$ cat src/rtl/tester_flags_pkg.sv
// Shared jump-type and condition codes for the branch-decision unit.
// Constants only: no latency, no flow control.
package tester_flags_pkg;

  localparam logic [2:0] OP_JF  = 3'b000;
  localparam logic [2:0] OP_JT  = 3'b001;
  localparam logic [2:0] OP_J   = 3'b010;
  localparam logic [2:0] OP_JAL = 3'b011;
  localparam logic [2:0] OP_JR  = 3'b100;
  localparam logic [2:0] OP_NOJ = 3'b111;

  localparam logic [2:0] COND_TRUE     = 3'b000;
  localparam logic [2:0] COND_NEG      = 3'b001;
  localparam logic [2:0] COND_ZERO     = 3'b010;
  localparam logic [2:0] COND_CARRY    = 3'b100;
  localparam logic [2:0] COND_NEGZERO  = 3'b101;
  localparam logic [2:0] COND_OVERFLOW = 3'b111;

endpackage

$ cat src/rtl/tester_flags_cond.sv
// Maps the condition selector and ALU flags to a single condition value.
// Combinational, zero latency; no flow control.
module tester_flags_cond
  import tester_flags_pkg::*;
(
  input  logic [2:0] cond,
  input  logic       O,
  input  logic       S,
  input  logic       C,
  input  logic       Z,
  output logic       cv
);

  always_comb begin
    cv = 1'b0;
    case (cond)
      COND_TRUE:     cv = 1'b1;
      COND_NEG:      cv = S;
      COND_ZERO:     cv = Z;
      COND_CARRY:    cv = C;
      COND_NEGZERO:  cv = S & Z;
      COND_OVERFLOW: cv = O;
      // 011 and 110 are reserved and never satisfied
      default:       cv = 1'b0;
    endcase
  end

endmodule

$ cat src/rtl/tester_flags.sv
// Branch decision: active-low jump select (0 = take jump) from flags, cond and OP_TF.
// Latency 0 combinational; 1 cycle when TESTER_FLAGS_REG_OUT_EN is defined. No backpressure.
module tester_flags
  import tester_flags_pkg::*;
(
  input  logic       CLK,
  input  logic       RESET,
  input  logic       O,
  input  logic       S,
  input  logic       C,
  input  logic       Z,
  input  logic [2:0] cond,
  input  logic [2:0] OP_TF,
  output logic       out
);

  logic cv;
  logic jmp;

  tester_flags_cond u_cond (
    .cond (cond),
    .O    (O),
    .S    (S),
    .C    (C),
    .Z    (Z),
    .cv   (cv)
  );

  always_comb begin
    jmp = 1'b0;
    case (OP_TF)
      OP_JF:              jmp = ~cv;
      OP_JT:              jmp = cv;
      OP_J, OP_JAL, OP_JR: jmp = 1'b1;
      default:            jmp = 1'b0;
    endcase
  end

`ifdef TESTER_FLAGS_REG_OUT_EN
  always_ff @(posedge CLK or negedge RESET) begin
    if (!RESET) begin
      out <= 1'b1;
    end else begin
      out <= ~jmp;
    end
  end
`else
  logic unused_clk;
  assign unused_clk = CLK;

  // Only a definite 1 on RESET lets a jump through; X/Z falls to the no-jump default.
  always_comb begin
    out = 1'b1;
    if (RESET == 1'b1) begin
      out = ~jmp;
    end
  end
`endif

endmodule

$ cat config.mk
export PLATFORM = sky130hd
export DESIGN_NAME = tester_flags
export DESIGN_NICKNAME = d
export VERILOG_FILES = /design/src/rtl/tester_flags_pkg.sv /design/src/rtl/tester_flags_cond.sv /design/src/rtl/tester_flags.sv
export SDC_FILE = /design/constraint.sdc
export NUM_CORES = 1
export LEC_CHECK = 0
export BUFFER_PORTS_ARGS = -buffer_cell sky130_fd_sc_hd__buf_2
export CAP_MARGIN = 20
export CORE_AREA = 4 4 41 43
export DETAILED_ROUTE_END_ITERATION = 10
export DIE_AREA = 0 0 45 47
export GPL_ROUTABILITY_DRIVEN = 1
export PLACE_DENSITY_LB_ADDON = 0.3
export SETUP_SLACK_MARGIN = 0.15
export SYNTH_ARGS = -nofsm -noshare
export SYNTH_HDL_FRONTEND = slang
export SYNTH_HIERARCHICAL = 1
export SYNTH_SLANG_ARGS = --single-unit
$ cat constraint.sdc
create_clock -name vclk -period 1.4
set_input_delay 0.28 -clock vclk [all_inputs]
set_output_delay 0.28 -clock vclk [all_outputs]
set_load 0.01 [all_outputs]
==> run metrics <==
status=finished with violations; failing checks=negative setup slack; worst-path maximum fanout=2; ANT nets after route=0; sequential area share after synthesis=0; P_leak=0.0977 nW; IO Count=13; Fill cells=between 150 and 200; WL per Instance=8.49 um; Final WS setup=-0.237 ns; worst hold stages=3; Chip Width=45 um; vias in the first global route=128; hold_ws=0.864 ns; Pins Over Slew Limit=0; Residual DRC=0; layout cell share with drive strength beyond 1=0.615; Synth top area share=0.164; diodes inserted=0; final cell count without fillers=just over 40; Synth cell types=12; GRT Resource Usage Total=0.0338; measured slew at the worst slew-check pin=0.185 ns; Startpoint Class=input port; # clk buffers=0; number of DRC markers in iteration 0=5; initial antenna violation count=0; core area=1300 um^2; commonest non-fill, non-tap cell in the layout=buf_2; Die H=approximately 47 um; Synth area leader=and2b_1; largest net degree at the start of global routing=5; Placed Area=185 um^2; Cells after DPL=41; Final nets=40; CP arrival=1.36 ns; via count=143; I/O Buffers=12; WP data required=1.12 ns; Synth area leaders=and2b_1, or2b_4, a211o_1, a32oi_1, o32ai_1; RSZ-0062 raised after global routing=true; mean post-synth cell area=7.03 um^2; crit path capture type=primary output; Fmax achieved=roughly 0.61 GHz; Seq. cell area=0 um^2; starting density of the core=0.0702; normalized max-slew margin=0.877; cts hold-fix bufs=0; Mapped Nets=25; Peak VDD IR=0.0805 mV; global-route wire length before repair=about 560 um; Final Cycle Share=1.17; final setup vio count=1; hold path startpoint=RESET; worst hold endpoint=out; GRT overflow=0; die area=2120 um^2; pwr dens=260 nW/um^2; post-layout util=0.153; Setup TNS Final=-0.237 ns; synthesized area=approximately 90 um^2; synth warn=6; GP Congestion=roughly 0.57; worst min-delay path category=in -> out; Cells after Synth=13; WS Path Type=in -> out; Period minus WS final=between 1.5 and 2 ns; FFs & Latches=0; dpl ws=-0.236 ns; final instance area=199 um^2; Post-CTS Setup Bufs=0; Rows=13; area delta synth->final=118%; Max Cap Violations=0; Power Total=0.0517 mW; most frequent cells in the layout=buf_2, and2b_1; Via density=about 3.5; drt pass-1 iters=4; final hold vios=0; final WL=348 um
-- Yosys cell counts (all sizes together) --
cell    count
nand3       1
nor2        1
a21o        1
nand2       1
nand2b      1
o21ai       1
and2b       2
a32oi       1
a211o       1
o32ai       1
nor3b       1
or2b        1
-- routing by layer --
layer | share of wire | vias to the layer above | wire, um | GRT usage
li1 | - | 77 | - | -
met5 | 0 | - | 0 | 0
met1 | 0.51 | 55 | 177 | 0.0539
met3 | 0.24 | 0 | 82 | 0.0153
met2 | 0.25 | 11 | 88 | 0.0424
met4 | 0 | 0 | 0 | 0
-- critical path, cell delays in order --
cell	delay (ns)
buf_2	0.10
or2b_4	0.19
o32ai_2	0.06
a211o_1	0.25
a21o_1	0.19
a32oi_2	0.14
buf_2	0.15
-- power by group --
group / leakage, nW / internal, mW / switching, mW
registers: 0 / 0 / 0
clock network: 0 / 0 / 0
logic: 0.0977 / 0.0314 / 0.0203
-- worst max-delay path by stage --
stage	cells after the start	from	slack, ns	endpoint
after floorplan	5	Z	-0.002	out
after global placement	7	Z	-0.24	out
after detailed placement	7	Z	-0.24	out
after CTS	7	Z	-0.24	out
after global routing	7	Z	-0.29	out
final	7	Z	-0.24	out
-- cells by family after synthesis --
family,count (synthesis),synth area share
AO/OA/AOI/OAI,5,0.425
AND/OR/NAND/NOR,8,0.575
-- area by class of cell --
type / count / area [um^2] / area share
multi-input cells: 13 / 106 / 0.535
repair buffers: 13 / 73.8 / 0.371
well taps: 15 / 18.8 / 0.0943
-- timing repair --
item | in CTS | in global routing
endpoints found under the setup margin | 1 | 1
pin swaps | 0 | 0
resized for setup | 0 | 2
endpoints found under the hold margin | 0 | 0
gates cloned | 0 | 0
(Power assumes the default switching activity.)
